## src/rtl/iq_frame_serializer.sv

```systemverilog
// Serializes snapshots of the four 2-bit radio sample channels into fixed-length frames.
// Each frame is a sync header byte followed by FRAME_SAMPLES payload words, sent MSB-first.
module iq_frame_serializer #(
  parameter int          FRAME_SAMPLES = 16,
  parameter logic [7:0]  SYNC_WORD     = 8'hA5
) (
  input  logic       DATA_CLK,
  input  logic       RST,
  input  logic [1:0] R1_I,
  input  logic [1:0] R1_Q,
  input  logic [1:0] R0_I,
  input  logic [1:0] R0_Q,
  input  logic       ENABLE,
  input  logic       TEST_MODE,
  output logic       DATA_OUT,
  output logic       SYNC,
  output logic       MISC
);

  localparam int             WCW       = (FRAME_SAMPLES > 1) ? $clog2(FRAME_SAMPLES) : 1;
  localparam logic [WCW-1:0] LAST_WORD = WCW'(FRAME_SAMPLES - 1);

  typedef enum logic [1:0] {IDLE, HEADER, PAYLOAD} state_t;

  state_t         state_reg,    state_next;
  logic [2:0]     bit_cnt_reg,  bit_cnt_next;
  logic [WCW-1:0] word_cnt_reg, word_cnt_next;
  logic [7:0]     test_cnt_reg, test_cnt_next;
  logic [7:0]     shift_reg,    shift_next;
  logic [7:0]     in_q_reg;
  logic           data_out_reg, data_out_next;
  logic           sync_reg,     sync_next;
  logic           misc_reg,     misc_next;

  logic [7:0]     load_word;
  logic           start_hdr;
  logic           load_pay;
  logic           shift_bit;

  assign load_word = TEST_MODE ? test_cnt_reg : in_q_reg;

  always_ff @(posedge DATA_CLK or posedge RST) begin
    if (RST) begin
      state_reg    <= IDLE;
      bit_cnt_reg  <= '0;
      word_cnt_reg <= '0;
      test_cnt_reg <= '0;
      shift_reg    <= '0;
      in_q_reg     <= '0;
      data_out_reg <= 1'b0;
      sync_reg     <= 1'b0;
      misc_reg     <= 1'b0;
    end else begin
      state_reg    <= state_next;
      bit_cnt_reg  <= bit_cnt_next;
      word_cnt_reg <= word_cnt_next;
      test_cnt_reg <= test_cnt_next;
      shift_reg    <= shift_next;
      in_q_reg     <= {R1_I, R1_Q, R0_I, R0_Q};
      data_out_reg <= data_out_next;
      sync_reg     <= sync_next;
      misc_reg     <= misc_next;
    end
  end

  // shift_reg holds the word whose MSB is already on DATA_OUT; bit 6 is next.
  always_comb begin
    state_next    = state_reg;
    bit_cnt_next  = bit_cnt_reg;
    word_cnt_next = word_cnt_reg;
    test_cnt_next = test_cnt_reg;
    shift_next    = shift_reg;
    data_out_next = 1'b0;
    sync_next     = 1'b0;
    misc_next     = 1'b0;
    start_hdr     = 1'b0;
    load_pay      = 1'b0;
    shift_bit     = 1'b0;

    case (state_reg)
      IDLE: begin
        if (ENABLE) start_hdr = 1'b1;
      end
      HEADER: begin
        if (bit_cnt_reg == 3'd7) load_pay = 1'b1;
        else                     shift_bit = 1'b1;
      end
      PAYLOAD: begin
        if (bit_cnt_reg != 3'd7) begin
          shift_bit = 1'b1;
        end else if (word_cnt_reg == LAST_WORD) begin
          if (ENABLE) begin
            start_hdr = 1'b1;
          end else begin
            state_next   = IDLE;
            bit_cnt_next = 3'd0;
          end
        end else begin
          word_cnt_next = word_cnt_reg + 1'b1;
          load_pay      = 1'b1;
        end
      end
      default: state_next = IDLE;
    endcase

    if (start_hdr) begin
      state_next    = HEADER;
      bit_cnt_next  = 3'd0;
      word_cnt_next = '0;
      test_cnt_next = 8'd0;
      shift_next    = SYNC_WORD;
      data_out_next = SYNC_WORD[7];
      sync_next     = 1'b1;
      misc_next     = 1'b1;
    end else if (load_pay) begin
      state_next    = PAYLOAD;
      bit_cnt_next  = 3'd0;
      test_cnt_next = test_cnt_reg + 8'd1;
      shift_next    = load_word;
      data_out_next = load_word[7];
      misc_next     = 1'b1;
    end else if (shift_bit) begin
      bit_cnt_next  = bit_cnt_reg + 3'd1;
      shift_next    = {shift_reg[6:0], 1'b0};
      data_out_next = shift_reg[6];
      misc_next     = 1'b1;
    end
  end

  assign DATA_OUT = data_out_reg;
  assign SYNC     = sync_reg;
  assign MISC     = misc_reg;

endmodule

```

## config.mk

```make
export PLATFORM = sky130hd
export DESIGN_NAME = iq_frame_serializer
export DESIGN_NICKNAME = d
export VERILOG_FILES = /design/src/rtl/iq_frame_serializer.sv
export SDC_FILE = /design/constraint.sdc
export NUM_CORES = 1
export LEC_CHECK = 0
export BUFFER_PORTS_ARGS = -buffer_cell sky130_fd_sc_hd__clkbuf_2
export CAP_MARGIN = 10
export CORE_MARGIN = 2
export CORE_UTILIZATION = 54
export DETAILED_ROUTE_END_ITERATION = 8
export GPL_ROUTABILITY_DRIVEN = 0
export MAX_ROUTING_LAYER = met4
export PLACE_DENSITY = 0.85
export SYNTH_ARGS = -nofsm -noshare
export SYNTH_HDL_FRONTEND = slang
export SYNTH_SLANG_ARGS = --single-unit
```

## constraint.sdc

```tcl
create_clock -name DATA_CLK -period 2.3 [get_ports DATA_CLK]
set_input_delay 0 -clock DATA_CLK [delete_from_list [all_inputs] [get_ports DATA_CLK]]
set_output_delay 0 -clock DATA_CLK [all_outputs]
set_load 0.01 [all_outputs]
```

# After elaboration in Yosys (flattened, before gate mapping)

Index checks and enable logic that the tools add are counted.
W data, S select, Z words.

Memories: 0
Bits of input ports: 12
Word-level logic and storage cells: 76
Bits in registers: 35
Output and inout port bits: 3
ROM bits: 0
Latch bits: 0
Memory bits (writable): 0

Div/mod/pow operators: 0
Shift-type cells: 0
Reduce and logical (&&, ||, !) cells: 10
Order comparisons: 0
Muxes and demuxes: 41
Bitwise gates (word level): 0
$add $sub $neg: 3
$mul: 0
Eq/ne operators: 13

Operators with widths:

| operator              | number |
|---|---|
| $mux W8               | 3 |
| $mux W3               | 7 |
| $mux W7               | 3 |
| $mux W4               | 4 |
| $ne A4 B4 Y1 const B  | 4 |
| $mux W1               | 15 |
| $mux W2               | 5 |
| $add A8 B1 Y8 const B | 1 |
| $reduce_and A4 Y1     | 2 |
| $reduce_bool A4 Y1    | 2 |
| $pmux W1 S2           | 3 |
| $add A4 B1 Y4 const B | 1 |
| $eq A4 B4 Y1 const B  | 1 |
| $ne A2 B2 Y1 const B  | 2 |
| $ne A4 B1 Y1 const B  | 1 |
| $pmux W2 S2           | 1 |
| $reduce_bool A2 Y1    | 2 |
| $add A3 B1 Y3 const B | 1 |
| $eq A3 B3 Y1 const B  | 1 |
| $ne A3 B1 Y1 const B  | 1 |
| $ne A3 B3 Y1 const B  | 1 |
| $reduce_and A3 Y1     | 1 |
| $reduce_bool A3 Y1    | 1 |
| $eq A2 B1 Y1 const B  | 1 |
| 3 further kinds       | 3 |

# Logic depth before layout (Yosys ltp)

Gate-level depths: netlist of the first run.

Depth after elaboration: 7
Gate-level depth with buffers: 9
Gate-level depth less buffers: 6

# Worst setup path before layout of the first run

OpenSTA, ideal clock, no wires.

Path type: reg-to-reg
Start point: reg state_reg[1]
End point: reg test_cnt_reg[6]
Setup slack: 301 ps
Path buffers: 2
Arrival time: 1922 ps
Clock period less this slack: 1999 ps
Required time: 2222 ps
Stages on the path, launching flop included: 9
Setup time: 78 ps
Cells stage by stage: dfrtp_1 -> inv_1 -> ha_1 -> and4b_1 -> clkbuf_2 -> or2_1 -> buf_6 -> or4_1 -> a21oi_1

Word-level cells in the longest chain between the ends: 3
Elaborated cells on any way between the ends: 7
Those cells by class: eq/ne (2); mux (3); reduce/logical (2)

RTL lines:

| what                                                 | line | text |
|---|---|---|
| start, declared                                      | 25   | `state_t state_reg, state_next;` |
| start signal, assigned                               | 54   | `state_reg <= state_next;` |
| $eq A2 B2 Y1 (tied with other cells)                 | 80   | `case (state_reg)` |
| $pmux W1 S2                                          | 80   |  |
| $mux W8 / $reduce_bool A2 Y1 (equally long branches) | -    |  |
| end signal, assigned                                 | 57   | `test_cnt_reg <= test_cnt_next;` |
| end, declared                                        | 28   | `logic [7:0] test_cnt_reg, test_cnt_next;` |

Several ways; a longest one is shown, not always the timed one.
A chain may end at the register's enable or synchronous reset.

# Worst setup path in the final report of the first run

Start point: reg bit_cnt_reg[0]
End point: reg test_cnt_reg[6]

Word-level cells in the longest chain between the ends: 4
Elaborated cells on any way between the ends: 9
Those cells by class: eq/ne (2); mux (6); reduce/logical (1)

RTL lines:

| what                                                 | line   | text |
|---|---|---|
| start, declared                                      | 26     | `logic [2:0] bit_cnt_reg, bit_cnt_next;` |
| start signal, assigned                               | 55     | `bit_cnt_reg <= bit_cnt_next;` |
| $ne A3 B3 Y1 / $eq A3 B3 Y1 (equally long branches)  | 89, 85 |  |
| $mux W1 (on tied branches)                           | 89, 85 |  |
| $pmux W1 S2                                          | 80     |  |
| $mux W8 / $reduce_bool A2 Y1 (equally long branches) | -      |  |

Several ways; a longest one is shown, not always the timed one.

==> qor.yml, run 1 <==
power-per-cell-area_mw_per_mm2: 842
drt-vias-per-instance: 5.98
preCtsSetupSlack_ps: 231
ant_nets: 0
postSynthAreaPerCell_sq_um: 10.8
fp-row-count: 19
slew_headroom_pct: 62.8
finalWirelength_um: 3180
layout.cells.non_filler: 210
max_cap_viol_count: 0
synth_xor_area_share_pct: 4.81
layout.cells.most_common: "dfrtp_1"
drt_pre_antenna_iters: 4
highest-signal-layer: "met4"
fp.dieArea_sq_mm: 0.00349
met3WireLength_um: 146
required_worst_endpoint_ps: 2570
floorplan.core_area_sq_mm: 0.00283
cts_htree_levels: 2
dpl.cell_count: 193
antenna_cells: 0
outcome: "complete, no violations"
dp_hpwl_um: 2080
dieWidth_um: 59.1
regToRegStartpoint: "bit_cnt_reg[0]"
worst_hold_path_type: "in2reg"
timing.clock.skew_ps: 16.9
grt_first_pass_wirelength_um: 5400
post_synth_and_or_nand_nor_area_fraction_pct: 17.3
setup_viol: 0
finalHoldViolCount: 0
synth.area.mux_share_pct: 1.22
cp_max_fo: 7
cp_data_arrival_time_ps: 2360
flow.area_growth_from_synthesis_pct: 14.7
post-route-worst-setup-slack_ps: 211
holdCritStartpoint: "ENABLE"
cell_type_contributing_the_most_total_cell_area_after_synthesis: "dfrtp_1"
rr_endpoint: "test_cnt_reg[6]"
syn_nets: 171
clkTransAtPathRegs_ps: 110
whs_path_depth: 3
final.period_utilization_pct: 90.8
insertion_delay_ps: 330
cts-resized-gates: 0
setup.worst_path.class: "reg2reg"
dr_wl_met2_um: 1570
cts_setup_buffers: 0
root_buffer: "clkbuf_4"
numPortBuffers: 14
worstMarginPinSlew_ps: 556
layout-drive-gt1-share_pct: 15.6
synth_area_sq_mm: 0.00164
synth_area_leaders: "dfrtp_1 (53%), ha_1 (5.3%), xnor2_1 (4.8%)"
ff2ff_path_depth: 6
final_net_count: 197
post-synth-top-area-fraction_pct: 53.4
route.vias.total: 1256
min_period_ps: 2090
synth-adder-area-share_pct: 5.34
worst_setup_path_start_kind: "flip-flop"
clockBufferDepth: 2
worstSetupEndpointType: "flip-flop"
worst_hold_path.endpoint: "SYNC"
grt_max_degree: 36
yosysWarnings: 0
synth-seq-area-share_pct: 53.4
detail_route.wl_per_cell_um: 15.1
tritoncts: "yes"
initial_core_util_pct: 57.9
remaining_drc_errors: 0
dominant_combinational_cell_family_by_area_after_synthesis: "simple AND/OR/NAND/NOR gates"
vias_in_the_first_global_route: 1260
fin_tns_setup_ps: 0
initialDrtViolationCount: 47
layout.cells.most_common_list: "dfrtp_1 (35), nand2_1 (16), clkbuf_2 (14)"
antenna_found_initial: 0
grt-ovfl-total: 0
netlist_instances: 152
slack_of_the_worst_reg_to_reg_path_ps: 210
maxSlewViolCount: 0
static-leakage-power_nw: 0.855
power.ir.vdd_worst_mv: 0.457
fmax_mhz: 479
m1WireLength_um: 1390
cts.sinks: 35
die_y_um: 59.1
fin_hold_ws_ps: 74.2
synth_compound_area_share_pct: 14.9
cts_buffers: 5
boundaryPins: 15
synthDistinctLibCells: 39
grt_usage_pct: 21.4
unrepaired_setup_endpoints_after_global_routing: "false"
flip_flop_and_latch_count_after_synthesis: 35
kinds of logic (layout without fill, tap and decap cells):
logic type,Yosys count,count (layout)
XOR/XNOR,9,9
AO/OA/AOI/OAI,32,32
AND/OR/NAND/NOR,56,56
flip-flops,35,35
multiplexers,2,2
adder cells (fa/ha/maj),7,7
buffers and inverters,11,38
how the worst max path moves through the flow:
stage / from / to / slack [ps] / depth (start not counted)
after floorplan: state_reg[1] / test_cnt_reg[6] / 300 / 8
after global placement: bit_cnt_reg[0] / test_cnt_reg[6] / 380 / 6
after detailed placement: bit_cnt_reg[0] / test_cnt_reg[6] / 230 / 6
after CTS: bit_cnt_reg[0] / test_cnt_reg[6] / 210 / 6
after global routing: state_reg[0] / shift_reg[6] / 10 / 7
final: bit_cnt_reg[0] / test_cnt_reg[6] / 210 / 6
critical path, cell delays in order (launching register included):
cell and delay (ps):
dfrtp_1 400, ha_1 160, ha_1 230, o211ai_1 260, or2_1 310, or4_1 510, a21oi_1 150
cell usage after synthesis, drive strengths merged:
cell,instances
nor2b,7
a221oi,1
and3,2
mux2i,2
inv,4
xnor2,9
dfrtp,35
and2,1
nor4,2
a22o,1
o31ai,1
nor3b,2
a21oi,3
nor4b,1
o21ai,4
nand2,16
a21boi,2
nand3,5
buf,1
o211ai,3
a31o,1
nand4,1
nor2,12
clkbuf,6
nand3b,1
or4,1
a211oi,8
ha,7
and4b,1
nor3,2
o211a,1
a211o,1
a32o,2
or2,2
a311oi,4
layout make-up:
type	count	area [sq um]
fillers	219	950
flip-flops and latches	35	876
multi-input cells	106	713
repair buffers	26	183
clock buffers	6	41.3
well taps	31	38.8
inverters	4	15.0
clock inverters	2	12.5
metal layers:
layer,vias to the layer above,global-route usage (%)
met1,609,25.8
met2,42,34.3
met3,11,5.02
li1,594,-
met5,-,-
met4,0,9.42
power by group:
| group | switching (W) | internal [W] | total (W) |
|---|---|---|---|
| Clock | 0.000204 | 0.000118 | 0.000322 |
| Combinational | 0.000266 | 0.000209 | 0.000475 |
| Sequential | 0.0000566 | 0.000728 | 0.000785 |
| Total | 0.000527 | 0.00106 | 0.00158 |
stage by stage:
step | util, % | area, sq um | power [W]
floorplan | - | 1640 | 0.00113
global placement | 61.3 | 1740 | 0.00123
detailed placement | 61.3 | 1740 | 0.00126
CTS | 66.4 | 1880 | 0.00159
global route | 66.4 | 1880 | 0.00170
finish | 66.4 | 1880 | 0.00158
repair_timing:
| item | CTS | global route |
|---|---|---|
| setup endpoints to repair | 0 | 1 |
| hold buffers | 9 | 0 |
| endpoints found under the hold margin | 43 | 0 |
Note: power is estimated with default switching activity, not from simulation.
==> run 2: changes to the inputs <==
--- a/config.mk
+++ b/config.mk
@@ -12,7 +12,7 @@
 export DETAILED_ROUTE_END_ITERATION = 8
 export GPL_ROUTABILITY_DRIVEN = 0
 export MAX_ROUTING_LAYER = met4
-export PLACE_DENSITY = 0.85
+export PLACE_DENSITY = 0.71
 export SYNTH_ARGS = -nofsm -noshare
 export SYNTH_HDL_FRONTEND = slang
 export SYNTH_SLANG_ARGS = --single-unit
==> run 2 against run 1 <==
Effect of this change:
- clock skew is 10 ps lower
- combinational power is 1% higher
- sequential power hardly changed
- wire length is 2.6% higher
- largest power group unchanged
- highest routed layer unchanged
==> qor.yml, run 2 (synthesized netlist as in run 1, its figures left out) <==
outcome: "complete, no violations"
worstMarginPinSlew_ps: 583  # +27.4 ps
grt_first_pass_wirelength_um: 5870  # +8.7%
layout-drive-gt1-share_pct: 15.6  # unchanged
boundaryPins: 15  # unchanged
die_y_um: 59.1  # unchanged
worstSetupEndpointType: "flip-flop"
dpl.cell_count: 193  # unchanged
unrepaired_setup_endpoints_after_global_routing: "false"
dp_hpwl_um: 2260  # +8.6%
final.period_utilization_pct: 90.5  # -0.30 points
insertion_delay_ps: 340  # about the same
worst_setup_path_start_kind: "flip-flop"
fin_hold_ws_ps: 62.6  # -11.6 ps
numPortBuffers: 14  # unchanged
max_cap_viol_count: 0  # unchanged
power-per-cell-area_mw_per_mm2: 866  # +2.9%
grt_max_degree: 36  # unchanged
power.ir.vdd_worst_mv: 0.591  # +29%
cts.sinks: 35  # unchanged
tritoncts: "yes"
initialDrtViolationCount: 69  # +47%
detail_route.wl_per_cell_um: 15.5  # +2.6%
cts_htree_levels: 2  # unchanged
flow.area_growth_from_synthesis_pct: 15.6
final_area_sq_mm: 0.00189  # +0.80%
clkTransAtPathRegs_ps: 100  # about the same
root_buffer: "clkbuf_4"
final.fill_count: 213  # -2.7%
post-route-util_pct: 67.0  # +0.53 points
clockBufferDepth: 2  # unchanged
slew_headroom_pct: 60.9  # -1.8 points
maxSlewViolCount: 0  # unchanged
cp_data_arrival_time_ps: 2320  # -40 ps
finalWirelength_um: 3260  # +2.6%
final_net_count: 197  # unchanged
timing.clock.skew_ps: 6.43  # -10.5 ps
grt_usage_pct: 23.7  # +2.3 points
drt_pre_antenna_iters: 4  # unchanged
finalHoldViolCount: 0  # unchanged
fmax_mhz: 480  # +0.33%
layout.cells.most_common_list: "dfrtp_1 (35), nand2_1 (16), clkbuf_2 (14)"
cts_setup_buffers: 0  # unchanged
layout.cells.most_common: "dfrtp_1"
initial_core_util_pct: 57.9  # unchanged
dieWidth_um: 59.1  # unchanged
grt-ovfl-total: 0  # unchanged
fin_tns_setup_ps: 0  # unchanged
layout.cells.non_filler: 210  # unchanged
static-leakage-power_nw: 0.865  # +1.2%
antenna_found_initial: 0  # unchanged
min_period_ps: 2080  # -6.93 ps
setup.worst_path.class: "reg2reg"
fp.dieArea_sq_mm: 0.00349  # unchanged
floorplan.core_area_sq_mm: 0.00283  # unchanged
worst_hold_path_type: "in2reg"
ant_nets: 0  # unchanged
cp_max_fo: 17  # +10
route.vias.total: 1222  # -2.7%
required_worst_endpoint_ps: 2540  # -30 ps
antenna_cells: 0  # unchanged
setup_viol: 0  # unchanged
remaining_drc_errors: 0  # unchanged
place_area_sq_mm: 0.00174  # unchanged
vias_in_the_first_global_route: 1258  # -0.16%
drt-vias-per-instance: 5.82  # -2.7%
cts_buffers: 5  # unchanged
fp-row-count: 19  # unchanged
==> run 2: area by class of cell <==
cell class / count / area (sq um) / share of cell area, %
flip-flops and latches: 35 / 876 / 46.2
multi-input cells: 106 / 713 / 37.6
repair buffers: 26 / 183 / 9.64
clock buffers: 8 / 68.8 / 3.63
well taps: 31 / 38.8 / 2.05
inverters: 4 / 15.0 / 0.793
==> run 2: power by group <==
part           leakage, nW  internal, W  switching, W
Sequential           0.451     0.000728     0.0000564
Combinational        0.376     0.000208      0.000271
Clock               0.0386     0.000180      0.000196
==> run 2: layer usage <==
metal  GRT usage [%]  share of wire, %  up-vias
li1                -                 -      593
met2            38.1                50       29
met4            8.44               1.5        0
met1            29.1                44      593
met3            5.90               4.3        7
met5               -                 0        -
==> run 2: worst max-delay path, stage by stage (launching register included) <==
cell and delay, ps:
dfrtp_1 390, inv_1 70, ha_1 250, o211ai_1 520, or2_1 190, buf_4 210
a211oi_1 80, a311oi_1 270
==> run 2: metrics by stage <==
stage	setup slack, ps	power [W]
after global routing	12.6	0.00176
after global placement	355	0.00125
after CTS	231	0.00165
after detailed placement	235	0.00126
final	218	0.00164
after floorplan	301	0.00113
==> run 2: what timing repair did <==
item                                   in CTS  in global routing
hold buffers                                9                  0
endpoints found under the hold margin      43                  0
resized for setup                           0                  0
==> run 2: path summary, 6_finish.rpt <==
kind | startpoint | end | slack (ps) | cells after the start
min in group asynchronous | RST | test_cnt_reg[5] | 280 | 4
max | state_reg[0] | shift_reg[1] | 220 | 7
min | ENABLE | SYNC | 60 | 3
max in group asynchronous | RST | test_cnt_reg[4] | 1710 | 4
min reg2reg | bit_cnt_reg[2] | bit_cnt_reg[2] | 510 | 1
max reg2reg | state_reg[0] | shift_reg[1] | 220 | 7
==> run 3: changes to the inputs <==
--- a/config.mk
+++ b/config.mk
@@ -7,6 +7,7 @@
 export LEC_CHECK = 0
 export BUFFER_PORTS_ARGS = -buffer_cell sky130_fd_sc_hd__clkbuf_2
 export CAP_MARGIN = 10
+export CORE_ASPECT_RATIO = 1.75
 export CORE_MARGIN = 2
 export CORE_UTILIZATION = 54
 export DETAILED_ROUTE_END_ITERATION = 8
==> run 3 against run 2 <==
Effect of this change:
- clock skew barely moved
- die area rose by 0.49%
- count of clock-buffer cells in the layout did not move
- clock power rose by 27%
- non-clock buffer count did not move
- fmax rose by 0.61%
- global-route usage fell by 1.1 points
- worst hold slack improved by 56 ps
- final cell count fell by 1.4%
- first-iteration DRC count fell by 74%
- critical endpoint is now shift_reg[3]
- largest cell class unchanged
- largest power group unchanged
==> qor.yml, run 3 (synthesized netlist as in run 1, its figures left out) <==
dieWidth_um: 45.6  # -23%
finalHoldViolCount: 0  # unchanged
pwr-share-comb_pct: 27.1  # -2.2 points
outcome: "complete, no violations"
dp_hpwl_um: 2190  # -3.1%
design_power_total_w: 0.00174  # +5.8%
final.period_utilization_pct: 90.0  # -0.55 points
final.fill_count: 221  # +3.8%
share_seq_of_total_power_pct: 45.3  # -2.5 points
antenna_cells: 0  # unchanged
worst_hold_path_type: "in2reg"
floorplan.core_area_sq_mm: 0.00290  # +2.3%
drt-vias-per-instance: 5.91  # +1.5%
worstSetupEndpointType: "flip-flop"
intPower_w: 0.00121  # +8.5%
fp-row-count: 26  # +7
fin_hold_ws_ps: 119  # +56.2 ps
layout.cells.most_common: "dfrtp_1"
initial_core_util_pct: 56.6  # -1.3 points
remaining_drc_errors: 0  # unchanged
power-per-cell-area_mw_per_mm2: 903  # +4.3%
post-route-worst-setup-slack_ps: 231  # +12.7 ps
worst_setup_path_start_kind: "flip-flop"
setup.worst_path.class: "reg2reg"
finalWirelength_um: 3130  # -4.1%
grt-ovfl-total: 0  # unchanged
fmax_mhz: 483  # +0.61%
unrepaired_setup_endpoints_after_global_routing: "false"
maxSlewViolCount: 0  # unchanged
route.vias.total: 1223  # +0.082%
rr_endpoint: "shift_reg[3]"
static-leakage-power_nw: 0.878  # +1.5%
cp_max_fo: 17  # unchanged
numPortBuffers: 14  # unchanged
cts_setup_buffers: 0  # unchanged
detail_route.wl_per_cell_um: 15.1  # -2.7%
antenna_found_initial: 0  # unchanged
fp.dieArea_sq_mm: 0.00351  # +0.49%
layout-drive-gt1-share_pct: 15.6  # unchanged
max_cap_viol_count: 0  # unchanged
boundaryPins: 15  # unchanged
setup_viol: 0  # unchanged
preCtsSetupSlack_ps: 271  # +36.7 ps
holdCritStartpoint: "ENABLE"
cts_buffers: 5  # unchanged
post-route-util_pct: 66.4  # -0.58 points
tritoncts: "yes"
ant_nets: 0  # unchanged
vias_in_the_first_global_route: 1265  # +0.56%
layout.cells.most_common_list: "dfrtp_1 (35), nand2_1 (16), clkbuf_2 (14)"
slack_of_the_worst_reg_to_reg_path_ps: 230  # about the same
power.ir.vdd_worst_mv: 0.525  # -11%
swShare_pct: 30.2  # -1.7 points
grt_max_degree: 36  # unchanged
worstMarginPinSlew_ps: 560  # -23.4 ps
final_net_count: 197  # unchanged
cp_launch_point: "state_reg[0]"
clk_pwr_share_pct: 27.6  # +4.7 points
flow.area_growth_from_synthesis_pct: 17.3
drt_pre_antenna_iters: 4  # unchanged
ff2ff_path_depth: 7  # unchanged
total_switching_power_w: 0.000524  # about the same
timing.clock.skew_ps: 6.17  # -0.262 ps
whs_path_depth: 3  # unchanged
grt_first_pass_wirelength_um: 5550  # -5.4%
cts-resized-gates: 0  # unchanged
insertion_delay_ps: 280  # -60 ps
clockBufferDepth: 2  # unchanged
min_period_ps: 2070  # -12.7 ps
regToRegStartpoint: "state_reg[0]"
fin_tns_setup_ps: 0  # unchanged
worst_hold_path.endpoint: "SYNC"
root_buffer: "clkbuf_8"
required_worst_endpoint_ps: 2490  # -50 ps
grt_usage_pct: 22.6  # -1.1 points
cts_htree_levels: 2  # unchanged
cp_data_arrival_time_ps: 2250  # -70 ps
cts.sinks: 35  # unchanged
slew_headroom_pct: 62.5  # +1.6 points
die_y_um: 76.9  # +30%
clkTransAtPathRegs_ps: 70  # -30 ps
initialDrtViolationCount: 18  # -74%
[run 3: worst max path at each step]
stage,endpoint,slack (ps)
detailed placement,test_cnt_reg[6],270
finish,shift_reg[3],230
floorplan,test_cnt_reg[6],300
global route,shift_reg[3],70
CTS,shift_reg[3],250
global placement,test_cnt_reg[6],350
[run 3: worst max-delay path, cell delays in order (launching register included)]
cell,delay (ps)
dfrtp_1,370
inv_1,70
ha_1,250
o211ai_1,500
or2_1,200
buf_4,220
a211oi_1,80
a311oi_1,270
[run 3: area by class of cell]
| class | instances | area, sq um | area share, % |
|---|---|---|---|
| inverters | 4 | 15.0 | 0.781 |
| repair buffers | 26 | 183 | 9.51 |
| multi-input cells | 106 | 713 | 37.1 |
| well taps | 28 | 35.0 | 1.82 |
| flip-flops and latches | 35 | 876 | 45.6 |
| clock buffers | 8 | 100 | 5.21 |
[run 3: routing by layer]
metal | share of wire (%) | vias to the layer above | track usage (%)
met5 | 0 | - | -
met4 | 4.5 | 0 | 14.7
met3 | 3.9 | 13 | 4.94
met2 | 51 | 37 | 34.4
met1 | 40 | 578 | 25.4
li1 | - | 595 | -
[run 3: power by group through the flow]
stage | registers, W | clock network (W) | logic (W)
global placement | 0.000791 | 0 | 0.000455
global route | 0.000801 | 0.000515 | 0.000534
CTS | 0.000786 | 0.000489 | 0.000475
finish | 0.000785 | 0.000479 | 0.000471
floorplan | 0.000794 | 0 | 0.000340
detailed placement | 0.000797 | 0 | 0.000460
[run 3: timing repair]
item	in CTS	in global routing
endpoints found under the setup margin	0	0
hold buffers	9	0
endpoints found under the hold margin	43	0
[run 3: metrics by stage]
step / area, sq um / cells
floorplan: 1640 / 152
global placement: 1730 / 190
detailed placement: 1730 / 190
CTS: 1920 / 207
global route: 1920 / 207
finish: 1920 / 207
